**config.mk**
```make
export PLATFORM = sky130hd
export DESIGN_NAME = aes_block_loader
export DESIGN_NICKNAME = d
export VERILOG_FILES = /design/src/rtl/aes_block_loader_pkg.sv /design/src/rtl/aes_block_loader_ctrl.sv /design/src/rtl/aes_block_loader.sv
export SDC_FILE = /design/constraint.sdc
export NUM_CORES = 1
export LEC_CHECK = 0
export CAP_MARGIN = 20
export CORE_ASPECT_RATIO = 1.5
export CORE_MARGIN = 1
export CORE_UTILIZATION = 45
export DETAILED_ROUTE_END_ITERATION = 10
export HOLD_SLACK_MARGIN = 0.06
export PLACE_DENSITY = 0.75
export REMOVE_ABC_BUFFERS = 1
export SLEW_MARGIN = 20
export SYNTH_ARGS = -nofsm -noshare
export SYNTH_HDL_FRONTEND = slang
export SYNTH_HIERARCHICAL = 1
export SYNTH_SLANG_ARGS = --single-unit
```
**constraint.sdc**
```tcl
create_clock -name clk -period 3.06 [get_ports clk]
set_input_delay 0.306 -clock clk [delete_from_list [all_inputs] [get_ports clk]]
set_output_delay 0.306 -clock clk [all_outputs]
set_load 0.005 [all_outputs]
```
**src/rtl/aes_block_loader_pkg.sv**
```systemverilog
// Shared definitions for the AES block loader: FSM encodings, block geometry and index helpers.
package aes_block_loader_pkg;

   typedef enum logic [1:0] {
      LOAD_KEY  = 2'd0,
      LOAD_DATA = 2'd1,
      HOLD      = 2'd2
   } ldr_state_t;

   localparam int BLOCK_BYTES = 16;
   localparam int MAT_DIM     = 4;

   localparam logic [3:0] LAST_IDX = 4'(BLOCK_BYTES - 1);

   // FIPS-197 column-major placement: byte n lands at [n mod 4][n div 4].
   function automatic logic [1:0] idx_row(input logic [3:0] n);
      return n[1:0];
   endfunction

   function automatic logic [1:0] idx_col(input logic [3:0] n);
      return n[3:2];
   endfunction

endpackage

```
**src/rtl/aes_block_loader_ctrl.sv**
```systemverilog
// Loader control: LOAD_KEY/LOAD_DATA/HOLD FSM, byte counter and matrix write enables.
// With AES_BLOCK_LOADER_KEY_REUSE_EN defined, key_reload selects whether the next block reloads the key.
module aes_loader_ctrl
   import aes_block_loader_pkg::*;
(
   input  logic       clk,
   input  logic       rst,
   input  logic       in_valid,
   input  logic       out_ready,
`ifdef AES_BLOCK_LOADER_KEY_REUSE_EN
   input  logic       key_reload,
`endif
   output logic       in_ready,
   output logic       out_valid,
   output logic       key_we,
   output logic       data_we,
   output logic [3:0] idx
);

   ldr_state_t state_q;
   logic [3:0] n_q;
   logic [3:0] n_d;
   logic       in_ready_q;
   logic       out_valid_q;
   logic       accept;
   ldr_state_t after_xfer;

   assign accept  = in_valid & in_ready_q;
   assign n_d     = n_q + 4'd1;
   assign key_we  = accept & (state_q == LOAD_KEY);
   assign data_we = accept & (state_q == LOAD_DATA);
   assign idx     = n_q;

   assign in_ready  = in_ready_q;
   assign out_valid = out_valid_q;

`ifdef AES_BLOCK_LOADER_KEY_REUSE_EN
   assign after_xfer = key_reload ? LOAD_KEY : LOAD_DATA;
`else
   assign after_xfer = LOAD_KEY;
`endif

   always_ff @(posedge clk) begin
      if (rst) begin
         state_q     <= LOAD_KEY;
         n_q         <= 4'd0;
         in_ready_q  <= 1'b1;
         out_valid_q <= 1'b0;
      end else begin
         case (state_q)
            LOAD_KEY: begin
               if (accept) begin
                  n_q <= n_d;
                  if (n_q == LAST_IDX) state_q <= LOAD_DATA;
               end
            end
            LOAD_DATA: begin
               if (accept) begin
                  n_q <= n_d;
                  if (n_q == LAST_IDX) begin
                     state_q     <= HOLD;
                     in_ready_q  <= 1'b0;
                     out_valid_q <= 1'b1;
                  end
               end
            end
            HOLD: begin
               if (out_ready) begin
                  state_q     <= after_xfer;
                  in_ready_q  <= 1'b1;
                  out_valid_q <= 1'b0;
               end
            end
            default: begin
               state_q     <= LOAD_KEY;
               n_q         <= 4'd0;
               in_ready_q  <= 1'b1;
               out_valid_q <= 1'b0;
            end
         endcase
      end
   end

endmodule

```
**src/rtl/aes_block_loader.sv**
```systemverilog
// Serial-to-matrix loader feeding an AES core: 16 key bytes then 16 data bytes, held until consumed.
// Optional key reuse (key_reload port) is enabled by defining AES_BLOCK_LOADER_KEY_REUSE_EN.
module aes_block_loader
   import aes_block_loader_pkg::*;
(
   input  logic                                  clk,
   input  logic                                  rst,
   input  logic [7:0]                            in_byte,
   input  logic                                  in_valid,
   output logic                                  in_ready,
`ifdef AES_BLOCK_LOADER_KEY_REUSE_EN
   input  logic                                  key_reload,
`endif
   output logic [0:MAT_DIM-1][0:MAT_DIM-1][7:0]  key,
   output logic [0:MAT_DIM-1][0:MAT_DIM-1][7:0]  data,
   output logic                                  out_valid,
   input  logic                                  out_ready
);

   logic [0:MAT_DIM-1][0:MAT_DIM-1][7:0] key_q, key_d;
   logic [0:MAT_DIM-1][0:MAT_DIM-1][7:0] data_q, data_d;
   logic       key_we;
   logic       data_we;
   logic [3:0] idx;
   logic [1:0] row;
   logic [1:0] col;

   aes_loader_ctrl u_ctrl (
      .clk       (clk),
      .rst       (rst),
      .in_valid  (in_valid),
      .out_ready (out_ready),
`ifdef AES_BLOCK_LOADER_KEY_REUSE_EN
      .key_reload(key_reload),
`endif
      .in_ready  (in_ready),
      .out_valid (out_valid),
      .key_we    (key_we),
      .data_we   (data_we),
      .idx       (idx)
   );

   assign row = idx_row(idx);
   assign col = idx_col(idx);

   // Only the addressed element changes; everything else keeps the previous block's value.
   always_comb begin
      key_d  = key_q;
      data_d = data_q;
      if (key_we)  key_d[row][col]  = in_byte;
      if (data_we) data_d[row][col] = in_byte;
   end

   always_ff @(posedge clk) begin
      if (rst) begin
         key_q  <= '0;
         data_q <= '0;
      end else begin
         key_q  <= key_d;
         data_q <= data_d;
      end
   end

   assign key  = key_q;
   assign data = data_q;

endmodule

```
== Word-level counts from Yosys, hierarchy flattened ==
Index checks and enable logic that the tools add are counted.
Storage, ports and cells
  register bits after elaboration: 264
  bits of input ports: 12
  logic and storage cells: 86
  output and inout bits: 258
Operators by class
  magnitude comparators: 4
  reductions and logical operators: 7
  $add $sub $neg: 1
  bitwise gates (word level): 7
  equal/unequal tests: 9
  muxes and demuxes: 22
Operator list (count)
  $bwmux W128: 2
  $demux W32 S2: 1
  $mux W32: 1
  $demux W8 S2: 1
  $mux W2: 5
  $mux W8: 1
  $pmux W4 S2: 1
  $ge A3 B3 Y1 const B: 2
  $lt A3 B1 Y1 const B: 2
  $mux W1: 6
  $ne A2 B1 Y1 const B: 3
  $ne A2 B2 Y1 const B: 3
  $not A2 Y3: 2
  $pmux W1 S3: 2
  $pmux W2 S3: 1
  $reduce_and A5 Y1: 1
  $add A4 B1 Y4 const B: 1
  $eq A4 B4 Y1 const B: 1
  $mux W4: 1
  $reduce_and A4 Y1: 1
  $and A1 B1 Y1: 3
  $eq A2 B1 Y1 const B: 1
  $eq A2 B2 Y1 const B: 1
  $logic_and A1 B1 Y1: 2
  other kinds (4): 5

== Depth between registers and ports, before layout ==
  depth in word-level cells: 8
  mapped depth: 8
  depth with buffers taken out: 5

== Modules after synthesis ==
The synthesis kept the hierarchy.
Modules (own cells, without submodules)
  aes_block_loader: sequential area each 5124.9 µm², instances 1, area each 9909.5 µm², cells an instance 884
  aes_loader_ctrl: sequential area each 160.2 µm², instances 1, area each 392.9 µm², cells an instance 43

== Worst setup path after synthesis ==
No wires, ideal clock.
  kind: register to register
  start: register u_ctrl.state_q[1]
  end: register data_q, in the netlist data[120]
  setup slack: 1488 ps
  clock period less this slack: 1572 ps
  arrival: 1440 ps
  data required time: 2928 ps
  stages on the path, launching flop included: 7
  library setup time: 132 ps
  buffers on the path: 1
  cells stage by stage: dfxtp_1 buf_6 nand3b_4 nor2_1 nor3b_2 nand2_2 mux2i_1
On the way
  longest elaborated chain between the ends: 2
RTL lines
  start, declared: RTL line aes_block_loader_ctrl.sv:20  | ldr_state_t state_q;
  start signal, assigned: RTL line aes_block_loader_ctrl.sv:69  | state_q <= after_xfer;
  $eq A2 B1 Y1: RTL line aes_block_loader_ctrl.sv:31  | assign data_we = accept & (state_q == LOAD_DATA);
  $and A1 B1 Y1: RTL line aes_block_loader_ctrl.sv:31
  named net data_we: RTL line aes_block_loader.sv:23  | logic data_we;
  end signal, assigned: RTL line aes_block_loader.sv:60  | data_q <= data_d;
  end, declared: RTL line aes_block_loader.sv:21  | logic [0:MAT_DIM-1][0:MAT_DIM-1][7:0] data_q, data_d;
The timed path passes the listed nets, and every way through them passes these cells.
A chain may end at the register's enable or synchronous reset.

== Worst setup path after layout ==
  start: register u_ctrl.state_q[1]
  end: register data_q, in the netlist data[1]
The elaborated chain is that of the path after synthesis.

==> flow_summary.yaml <==
run_status:
  status: "finished with violations"
  violations: "design-rule violations"
finish:
  fill_cells: 1885
  area_growth_pct: 36.4
  drive_gt1_frac: 0.0902
  final_util: 0.628
  final_area_um2: 14000
  fin_nets: 1190
  antenna_cells: 0
  layout.cells.non_filler: 1473
pwr:
  power_mw: 6.84
  power.density_nw_per_um2: 487
  p_leak_nw: 6.54
  irDropWorstVdd_uv: 433
worst_setup_path:
  r2r_start: "u_ctrl/state_q[1]"
  crit_arrival_ps: 2360
  ff2ff_path_depth: 5
  r2r-end: "data[1]"
  crit_family: "simple AND/OR/NAND/NOR gates"
  crit_chain: "nand3b_4 > nor2_1 > and3_1 > and2_1 > mux2i_1"
  cp_max_fo: 10
  slowest_delay_ps: 400
  critical_path_class: "reg -> reg"
  crit_required_ps: 3500
  r2r_setup_slack_ps: 1140
  cp-end-kind: "flop"
  slowest_stage: "and3_1"
  crit_buf_inv: 0
  start_kind: "flop"
clock_tree:
  post_cts_buffers: 0
  cts_num_sinks: 264
  htree_levels: 1
  clkTransAtPathRegs_ps: 60
  cts_resized: 0
  root_buffer: "clkbuf_16"
  cts_tree: "yes"
  cts_hold_buf: 0
  cts_buffers: 26
  clockBufferDepth: 3
  insertion_delay_ps: 520
synthesis:
  synth_top_area_cell: "dfxtp_1"
  yosysUniqueCellTypes: 31
  ys_warn_count: 6
  avgSynthCellArea_um2: 11.1
  syn_area_um2: 10300
  synth_area_leaders: "dfxtp_1 (51%), mux2i_1 (25%), nand2b_1 (16%), nand2_2 (1.9%), clkbuf_1 (1.4%)"
  ys_seq_area_frac: 0.513
  syn_inst: 927
  ys_ff_latch: 264
  ys_top_cells_by_count: "dfxtp_1 (264), nand2b_1 (264), mux2i_1 (257), clkbuf_1 (39), nand2_2 (32)"
  synth-main-ff-cell: "dfxtp_1"
  synth_top_area_share: 0.513
  postSynth.asyncResetShare: 0
  synth_edf_count: 0
floorplanning:
  die_h_um: 187
  die_x_um: 126
  core-area_um2: 22400
  initial_utilization: 0.460
  die_area_um2: 23500
  rows: 67
  ioPinCount: 270
drt:
  first_iter_violations: 379
  wirelength_um: 28200
  vias: 7308
  drtPass1Iterations: 9
  drc: 14
  via_per_inst: 4.96
  wl_per_cell_um: 19.2
  ant_nets: 0
placed_design:
  place_area_um2: 13200
  gp_congestion: 0.799
  pre_cts_ws_ps: 680
  port_buffers: 269
  dp.cells: 1425
  hpwl_um: 18800
worst_hold_path:
  min_from: "rst"
  min_delay_path_depth: 3
  hp-class: "in -> reg"
  hold_path_end: "key[45]"
timing:
  rsz0062_at_grt: "no"
  setup_slack_ps: 1140
  relSlewSlack: 0.395
  worstMarginPinSlew_ps: 907
  max_freq_mhz: 520
  finalSetupViolations: 0
  finalHoldViolCount: 0
  clock_skew_ps: 8.15
  period_share: 0.628
  slew_violations: 0
  fin_hold_ws_ps: 372
  fin_crit_ps: 1920
  setup_tns_ps: 0
grt:
  grt_first_pass_wirelength_um: 43100
  grt_usage: 0.236
  grt_max_degree: 101
  grt_overflow: 0
  grt_pass1_vias: 7241
  antenna_found_initial: 1
flow_run:
  drv_cap: 0
worst max-delay path by stage:
stage                      start        end  cells after the start
3_3_place_gp            in_valid   key[126]                      6
6_report       u_ctrl/state_q[1]    data[1]                      5
5_1_grt        u_ctrl/state_q[1]    data[4]                      5
2_1_floorplan      u_ctrl/idx[2]  data[112]                      3
3_5_place_dp            in_valid    data[1]                      6
4_1_cts        u_ctrl/state_q[1]    data[1]                      5
flip-flops by register name (all words and copies together), names as in the netlist:
name and count:
data 128, key 128, u_ctrl/idx 4, u_ctrl/state_q 2, u_ctrl/in_ready 1, u_ctrl/out_valid 1
layout by cell type, fill, tap and decap left out, drive strengths merged, types with 3 or more instances in the layout:
cell type,n
clkdlybuf4s50,268
clkbuf,37
or3,3
buf,18
o21ai,3
and3b,4
dfxtp,264
mux2i,257
clkinv,9
nand2b,264
nor2,7
nand3,3
nand2,35
worst min-delay path: cells and delay by family:
family	cells	cell delay (ps)
and+or+nand+nor	1	190
buffers and inverters	1	230
muxes	1	110
cells by family (layout without fill, tap and decap cells):
| logic type | after synthesis | in the layout | share of synthesized area |
|---|---|---|---|
| AND/OR/NAND/NOR | 328 | 328 | 0.201 |
| flip-flops | 264 | 264 | 0.513 |
| adder cells (fa/ha/maj) | 1 | 1 | 0.00121 |
| multiplexers | 257 | 257 | 0.250 |
| XOR/XNOR | 1 | 1 | 0.000850 |
| buffers and inverters | 66 | 336 | 0.0279 |
| AO/OA/AOI/OAI | 10 | 10 | 0.00619 |
area by class of cell:
cell class	instances	area, µm²	area share
clock inverter	11	67.6	0.00481
inverter	2	7.51	0.000534
multi-input combinational	597	4750	0.338
timing repair buffer	286	2830	0.201
clock buffer	37	763	0.0543
sequential	264	5290	0.376
tap	276	345	0.0246
power breakdown:
group | switching, mW | total (mW) | internal, mW
Sequential | 0.0156 | 3.47 | 3.45
Clock | 1.32 | 3.07 | 1.74
Combinational | 0.167 | 0.302 | 0.135
Total | 1.51 | 6.84 | 5.33
routing by layer:
| layer | global-route usage | vias to the layer above | wire (µm) |
|---|---|---|---|
| met5 | 0 | - | 14 |
| met4 | 0.0671 | 2 | 604 |
| met3 | 0.0335 | 35 | 1100 |
| met2 | 0.445 | 170 | 15000 |
| met1 | 0.271 | 3540 | 11500 |
| li1 | - | 3561 | - |
(Power assumes the default switching activity.)
